`config.mk`:
```
export PLATFORM = sky130hd
export DESIGN_NAME = mem_bus_arbiter_flat
export DESIGN_NICKNAME = d
export VERILOG_FILES = /design/src/rtl/mem_bus_arbiter_if.sv /design/src/rtl/mem_bus_arbiter.sv /design/src/flat_wrapper.sv
export SDC_FILE = /design/constraint.sdc
export NUM_CORES = 1
export LEC_CHECK = 0
export BUFFER_PORTS_ARGS = -buffer_cell sky130_fd_sc_hd__buf_2
export CAP_MARGIN = 20
export CORE_UTILIZATION = 45
export CTS_CLUSTER_DIAMETER = 50
export DETAILED_ROUTE_END_ITERATION = 10
export HOLD_SLACK_MARGIN = 0.02
export PLACE_DENSITY = 0.75
export SLEW_MARGIN = 10
export SYNTH_ARGS = -nofsm -noshare
export SYNTH_HDL_FRONTEND = slang
export SYNTH_SLANG_ARGS = --single-unit
```
`constraint.sdc`:
```
create_clock -name clk -period 2.44 [get_ports clk]
set_clock_uncertainty 0.05 [all_clocks]
set_input_delay 0.244 -clock clk [delete_from_list [all_inputs] [get_ports clk]]
set_output_delay 0.244 -clock clk [all_outputs]
set_load 0.01 [all_outputs]
```
`src/rtl/mem_bus_arbiter_if.sv`:
```
// Bundles the two requester ports and the RAM-side signals of the main memory
// arbiter. The slave modport is the arbiter's view; master is the environment
// (requesters plus RAM) driving it.
interface mem_bus_arbiter_if #(
   parameter int ADDR_W = 9,
   parameter int DATA_W = 32
);
   logic              req0;
   logic              req1;
   logic              we0;
   logic              we1;
   logic [ADDR_W-1:0] addr0;
   logic [ADDR_W-1:0] addr1;
   logic [DATA_W-1:0] wdata0;
   logic [DATA_W-1:0] wdata1;
   logic              gnt0;
   logic              gnt1;
   logic              done0;
   logic              done1;
   logic [DATA_W-1:0] rdata0;
   logic [DATA_W-1:0] rdata1;
   logic              mem_en;
   logic              mem_we;
   logic [ADDR_W-1:0] mem_addr;
   logic [DATA_W-1:0] mem_wdata;
   logic [DATA_W-1:0] mem_rdata;
   logic              busy;

   modport slave (
      input  req0, req1, we0, we1, addr0, addr1, wdata0, wdata1, mem_rdata,
      output gnt0, gnt1, done0, done1, rdata0, rdata1,
             mem_en, mem_we, mem_addr, mem_wdata, busy
   );

   modport master (
      output req0, req1, we0, we1, addr0, addr1, wdata0, wdata1, mem_rdata,
      input  gnt0, gnt1, done0, done1, rdata0, rdata1,
             mem_en, mem_we, mem_addr, mem_wdata, busy
   );
endinterface

```
`src/rtl/mem_bus_arbiter.sv`:
```
// Two-port arbiter in front of the single-port main RAM. Port 0 is the CPU
// memory path, port 1 the loader / debug DMA. One access at a time: latch the
// winner's request, strobe the RAM for one cycle, wait MEM_LAT cycles, return
// read data with a one-cycle done pulse, then go back to IDLE.
module mem_bus_arbiter #(
   parameter int ADDR_W     = 9,
   parameter int DATA_W     = 32,
   parameter int MEM_LAT    = 1,
   parameter int FIXED_PRIO = 0
) (
   input  logic               clk,
   input  logic               reset_n,
   mem_bus_arbiter_if.slave   bus
);

   typedef enum logic [1:0] {
      S_IDLE  = 2'd0,
      S_ISSUE = 2'd1,
      S_WAIT  = 2'd2,
      S_DONE  = 2'd3
   } state_t;

   // Counter is reloaded with MEM_LAT-1 so that done lands MEM_LAT edges
   // after the RAM sampled the strobe (legal MEM_LAT is 1..15).
   localparam logic [3:0] LAT_M1 = 4'(MEM_LAT - 1);

   state_t            state_q;
   logic [3:0]        cnt_q;
   logic              owner_q;
   logic              rr_last_q;
   logic              gnt0_q;
   logic              gnt1_q;
   logic              done0_q;
   logic              done1_q;
   logic              mem_en_q;
   logic              mem_we_q;
   logic [ADDR_W-1:0] mem_addr_q;
   logic [DATA_W-1:0] mem_wdata_q;
   logic [DATA_W-1:0] rdata0_q;
   logic [DATA_W-1:0] rdata1_q;
   logic              busy_q;
   logic              win_d;

   // Winner for a grant taken this cycle: lone requester wins; on a tie either
   // port 0 (fixed) or the port that did not win the previous tie.
   always_comb begin
      win_d = 1'b0;
      if (bus.req0 && bus.req1) begin
         win_d = (FIXED_PRIO != 0) ? 1'b0 : ~rr_last_q;
      end else if (bus.req1) begin
         win_d = 1'b1;
      end
   end

   // Arbitration FSM; every output is a register updated here.
   always_ff @(posedge clk or negedge reset_n) begin
      if (!reset_n) begin
         state_q     <= S_IDLE;
         cnt_q       <= 4'd0;
         owner_q     <= 1'b0;
         rr_last_q   <= 1'b1;
         gnt0_q      <= 1'b0;
         gnt1_q      <= 1'b0;
         done0_q     <= 1'b0;
         done1_q     <= 1'b0;
         mem_en_q    <= 1'b0;
         mem_we_q    <= 1'b0;
         mem_addr_q  <= '0;
         mem_wdata_q <= '0;
         rdata0_q    <= '0;
         rdata1_q    <= '0;
         busy_q      <= 1'b0;
      end else begin
         case (state_q)
            S_IDLE: begin
               if (bus.req0 || bus.req1) begin
                  owner_q     <= win_d;
                  gnt0_q      <= ~win_d;
                  gnt1_q      <= win_d;
                  mem_en_q    <= 1'b1;
                  mem_we_q    <= win_d ? bus.we1 : bus.we0;
                  mem_addr_q  <= win_d ? bus.addr1 : bus.addr0;
                  mem_wdata_q <= win_d ? bus.wdata1 : bus.wdata0;
                  busy_q      <= 1'b1;
                  // Only a contested grant moves the round-robin pointer.
                  if (bus.req0 && bus.req1) begin
                     rr_last_q <= win_d;
                  end
                  state_q <= S_ISSUE;
               end
            end
            S_ISSUE: begin
               // RAM samples the strobe on this edge; drop it immediately.
               mem_en_q <= 1'b0;
               cnt_q    <= LAT_M1;
               state_q  <= S_WAIT;
            end
            S_WAIT: begin
               if (cnt_q != 4'd0) begin
                  cnt_q <= cnt_q - 4'd1;
               end else begin
                  if (!mem_we_q) begin
                     if (owner_q) begin
                        rdata1_q <= bus.mem_rdata;
                     end else begin
                        rdata0_q <= bus.mem_rdata;
                     end
                  end
                  done0_q <= ~owner_q;
                  done1_q <= owner_q;
                  state_q <= S_DONE;
               end
            end
            S_DONE: begin
               // Requests are ignored here so a port that drops req on seeing
               // done cannot be granted a second time.
               done0_q <= 1'b0;
               done1_q <= 1'b0;
               gnt0_q  <= 1'b0;
               gnt1_q  <= 1'b0;
               busy_q  <= 1'b0;
               state_q <= S_IDLE;
            end
            default: begin
               state_q <= S_IDLE;
            end
         endcase
      end
   end

   assign bus.gnt0      = gnt0_q;
   assign bus.gnt1      = gnt1_q;
   assign bus.done0     = done0_q;
   assign bus.done1     = done1_q;
   assign bus.rdata0    = rdata0_q;
   assign bus.rdata1    = rdata1_q;
   assign bus.mem_en    = mem_en_q;
   assign bus.mem_we    = mem_we_q;
   assign bus.mem_addr  = mem_addr_q;
   assign bus.mem_wdata = mem_wdata_q;
   assign bus.busy      = busy_q;

endmodule

```
`src/flat_wrapper.sv`:
```
// flat-port wrapper written by rule: the top's interface ports become plain ports
module mem_bus_arbiter_flat 
#(
   parameter int ADDR_W     = 9,
   parameter int DATA_W     = 32,
   parameter int MEM_LAT    = 1,
   parameter int FIXED_PRIO = 0
)
  (clk, reset_n, bus_req0, bus_req1, bus_we0, bus_we1, bus_addr0, bus_addr1, bus_wdata0, bus_wdata1, bus_mem_rdata, bus_gnt0, bus_gnt1, bus_done0, bus_done1, bus_rdata0, bus_rdata1, bus_mem_en, bus_mem_we, bus_mem_addr, bus_mem_wdata, bus_busy);
  mem_bus_arbiter_if #(.ADDR_W(ADDR_W), .DATA_W(DATA_W)) bus_i ();
  input  logic clk;
  input  logic reset_n;
  input wire logic [$bits(bus_i.req0)-1:0] bus_req0;
  input wire logic [$bits(bus_i.req1)-1:0] bus_req1;
  input wire logic [$bits(bus_i.we0)-1:0] bus_we0;
  input wire logic [$bits(bus_i.we1)-1:0] bus_we1;
  input wire logic [$bits(bus_i.addr0)-1:0] bus_addr0;
  input wire logic [$bits(bus_i.addr1)-1:0] bus_addr1;
  input wire logic [$bits(bus_i.wdata0)-1:0] bus_wdata0;
  input wire logic [$bits(bus_i.wdata1)-1:0] bus_wdata1;
  input wire logic [$bits(bus_i.mem_rdata)-1:0] bus_mem_rdata;
  output wire logic [$bits(bus_i.gnt0)-1:0] bus_gnt0;
  output wire logic [$bits(bus_i.gnt1)-1:0] bus_gnt1;
  output wire logic [$bits(bus_i.done0)-1:0] bus_done0;
  output wire logic [$bits(bus_i.done1)-1:0] bus_done1;
  output wire logic [$bits(bus_i.rdata0)-1:0] bus_rdata0;
  output wire logic [$bits(bus_i.rdata1)-1:0] bus_rdata1;
  output wire logic [$bits(bus_i.mem_en)-1:0] bus_mem_en;
  output wire logic [$bits(bus_i.mem_we)-1:0] bus_mem_we;
  output wire logic [$bits(bus_i.mem_addr)-1:0] bus_mem_addr;
  output wire logic [$bits(bus_i.mem_wdata)-1:0] bus_mem_wdata;
  output wire logic [$bits(bus_i.busy)-1:0] bus_busy;
  assign bus_i.req0 = bus_req0;
  assign bus_i.req1 = bus_req1;
  assign bus_i.we0 = bus_we0;
  assign bus_i.we1 = bus_we1;
  assign bus_i.addr0 = bus_addr0;
  assign bus_i.addr1 = bus_addr1;
  assign bus_i.wdata0 = bus_wdata0;
  assign bus_i.wdata1 = bus_wdata1;
  assign bus_i.mem_rdata = bus_mem_rdata;
  assign bus_gnt0 = bus_i.gnt0;
  assign bus_gnt1 = bus_i.gnt1;
  assign bus_done0 = bus_i.done0;
  assign bus_done1 = bus_i.done1;
  assign bus_rdata0 = bus_i.rdata0;
  assign bus_rdata1 = bus_i.rdata1;
  assign bus_mem_en = bus_i.mem_en;
  assign bus_mem_we = bus_i.mem_we;
  assign bus_mem_addr = bus_i.mem_addr;
  assign bus_mem_wdata = bus_i.mem_wdata;
  assign bus_busy = bus_i.busy;
  mem_bus_arbiter #(.ADDR_W(ADDR_W), .DATA_W(DATA_W), .MEM_LAT(MEM_LAT), .FIXED_PRIO(FIXED_PRIO)) u_core (.clk(clk), .reset_n(reset_n), .bus(bus_i));
endmodule
```
==> summary.md <==
| Metric | Value |
|---|---|
| Max rail drop VDD | 0.8875 mV |
| Layout cells sized above 1 | 45.41% |
| Synthesized cell area | 5195 um^2 |
| Worst setup EP type | flip-flop |
| GP Congestion | 0.7758 |
| Max-cap viol count | 0 |
| Crit path DAT | 2250 ps |
| Drt drc | 0 |
| Max-slew violations | 0 |
| Delay-heaviest family, CP | simple AND/OR/NAND/NOR gates |
| Period utilization | 82.73% |
| Async S/R FF share, synth | 100.0% |
| Clock root buffer | clkbuf_16 |
| Fmax | 0.4954 GHz |
| Final hold viol count | 0 |
| Cells after Synth | 447 |
| CP Buf/Inv Count | 2 |
| Crit Path Class | flip-flop to flip-flop |
| Main synth FF type | dfrtp_1 |
| Hold Worst Slack | 42.64 ps |
| Critical Path Fanout Max | 32 |
| Global Route Usage Sum | 24.36% |
| Setup_tns | 0 ps |
| Syn avg cell area | 11.62 um^2 |
| Routed wire length per instance | 16.42 um |
| Initial DRC count | 313 |
| Startpoint types | flip-flop |
| Distinct cell type count after synthesis | 37 |
| Initial antenna violation count | 0 |
| CTS sink cnt | 120 |
| CP cell instances | inv_1, ha_1, and4bb_4, nand3b_4, buf_12, mux2_4 |
| Number of diodes | 0 |
| Slew of the pin with the lowest slew margin | 573.8 ps |
| First-pass GRT wire length | 22090 um |
| Post-DRT Antenna Nets | 0 |
| Power Density | 1302 nW/um^2 |
| Layout fillers | 775 |
| Detailed Route WL | 14450 um |
| Leak | 3.811 nW |
| Hold Path Class | input port to flip-flop |
| Clk_lat worst skew | 400 ps |
| RSZ-0062 raised after global routing | false |
| Max stage delay cell, worst path | dfrtp_1 |
| TritonCTS clock tree | yes |
| Largest net degree at the start of global routing | 45 |
| Clk buf depth | 2 |
| Yosys warning count | 0 |
| CTS Hold Buffers Added | 50 |
| Clock input transition at the sequential cells of the worst setup and hold paths | 50 ps |
| DP Wirelength | 9394 um |
| PortBufs | 231 |
| Vias in the first global route | 4519 |
| Sequential area share after synthesis | 57.83% |
| Setup violations, final | 0 |
| Total power | 9.854 mW |
| Core Area | 11030 um^2 |
| Die Wd | 109.4 um |
| Io pins | 232 |
| Die ar. | 11980 um^2 |
| GRT Residual Overflow | 0 |
| Slew headroom | 61.60% |
| Total number of vias | 4550 |
| Area grow syn2layout | 45.71% |
| Drt first pass iters | 5 |
| Die Y | 109.4 um |
| Post-CTS setup buffer count | 0 |
| Critical Path Max Stage Delay | 410 ps |
| Num CTS Buffers | 17 |
| Resize count post-CTS | 0 |
| Row count | 38 |
| Final #Nets | 855 |
| Mapped Nets | 574 |
| Number of vias per cell | 5.170 |
| Critical Path RT | 2670 ps |
| CTS H-Tree Depth | 4 |
| Status | finished, final reports clean |
| Final min period | 2018 ps |
| Starting Density | 47.10% |
| FF+latch count, synth | 120 |
| EDFF count, synth | 0 |
[flip-flops by register name, indices dropped and copies added (netlist names)]
name / flops
u_core.bus.gnt1: 1
u_core.bus.mem_wdata: 32
u_core.bus.done0: 1
u_core.bus.mem_addr: 9
u_core.bus.rdata0: 32
u_core.bus.mem_we: 1
u_core.owner_q: 1
u_core.bus.busy: 1
u_core.bus.gnt0: 1
u_core.bus.done1: 1
u_core.bus.rdata1: 32
u_core.state_q: 2
u_core.rr_last_q: 1
u_core.bus.mem_en: 1
u_core.cnt_q: 4
[metal layers]
metal  GRT usage [%]  up-vias  routed length (um)
met5               0        -                   0
met4           10.67        0                 261
met3           7.765       23                1367
met2           40.52      266                6986
met1           28.92     2167                5833
li1                -     2094                   -
[cell usage after synthesis (2+ instances only)]
cell | count | area [um^2]
dfrtp_1 | 119 | 2978
a21oi_1 | 87 | 435.4
nor2_1 | 50 | 187.7
nand2_1 | 49 | 183.9
mux2_2 | 30 | 337.8
mux2_4 | 30 | 450.4
clkbuf_1 | 15 | 56.30
o21ai_0 | 8 | 40.04
ha_1 | 7 | 87.58
buf_2 | 6 | 30.03
buf_6 | 6 | 67.56
inv_1 | 6 | 22.52
mux2_1 | 5 | 56.30
nand3_1 | 3 | 15.01
a32o_1 | 2 | 20.02
nand2b_1 | 2 | 12.51
xnor2_1 | 2 | 17.52
[power breakdown]
part	switching (mW)	internal, mW
combinational	2.04	1.98
sequential	0.589	2.99
clock	0.837	1.42
[worst register-to-register path, cell delays in order, from the launching register on]
cell and delay (ps):
dfrtp_1 410, inv_1 120, ha_1 340, and4bb_4 350, nand3b_4 100, buf_12 200
mux2_4 340
[worst paths after layout]
kind	startpoint	end	slack, ps	depth (start not counted)
worst max-delay path	u_core.state_q[0]	u_core.bus.rdata1[6]	420	6
min in group asynchronous	reset_n	u_core.bus.mem_wdata[21]	340	2
worst min register to register	u_core.bus.rdata0[29]	u_core.bus.rdata0[29]	440	1
worst max register to register	u_core.state_q[0]	u_core.bus.rdata1[6]	420	6
max in group asynchronous	reset_n	u_core.rr_last_q	1290	3
worst min-delay path	bus_mem_rdata[27]	u_core.bus.rdata1[27]	40	2
[area by class of cell]
class,count,area [um^2],area share [%]
clock inverter,7,43.79,0.5785
sequential,120,3004,39.69
tap,140,175.2,2.314
clock buffer,24,501.7,6.628
timing repair buffer,290,1797,23.74
inverter,6,22.52,0.2975
multi-input combinational,293,2026,26.76
[stage by stage]
step	area [um^2]	std cells	worst slack, ps	util, %
after floorplan	5195	447	643.3	-
after CTS	7542	879	424.6	68.38
after detailed placement	6496	798	419.7	58.89
after global placement	6496	798	509.7	58.89
after global routing	7570	880	318.4	68.63
final	7570	880	421.5	68.63
[cells by family (layout without fill, tap and decap cells)]
group	after synthesis	after routing	share of synthesized area [%]
and+or+nand+nor	113	113	9.321
adders and majority gates	7	7	1.686
xor gates and xnor gates	2	2	0.3372
muxes	65	65	16.26
AOI/OAI and AO/OA	106	106	11.03
buffers and inverters	34	327	3.540
DFF	120	120	57.83
[placed cells by master (no fill, tap or decap), types with 4 or more instances in the layout]
| cell type | n |
|---|---|
| clkinv_2 | 4 |
| clkbuf_8 | 5 |
| a21oi_1 | 87 |
| buf_2 | 230 |
| buf_4 | 5 |
| buf_12 | 4 |
| inv_1 | 6 |
| dlygate4sd3_1 | 50 |
| mux2_1 | 5 |
| o21ai_0 | 8 |
| clkbuf_16 | 17 |
| ha_1 | 7 |
| dfrtp_1 | 119 |
| nor2_1 | 50 |
| mux2_2 | 30 |
| mux2_4 | 30 |
| nand2_1 | 49 |
Note: power is estimated with default switching activity, not from simulation.
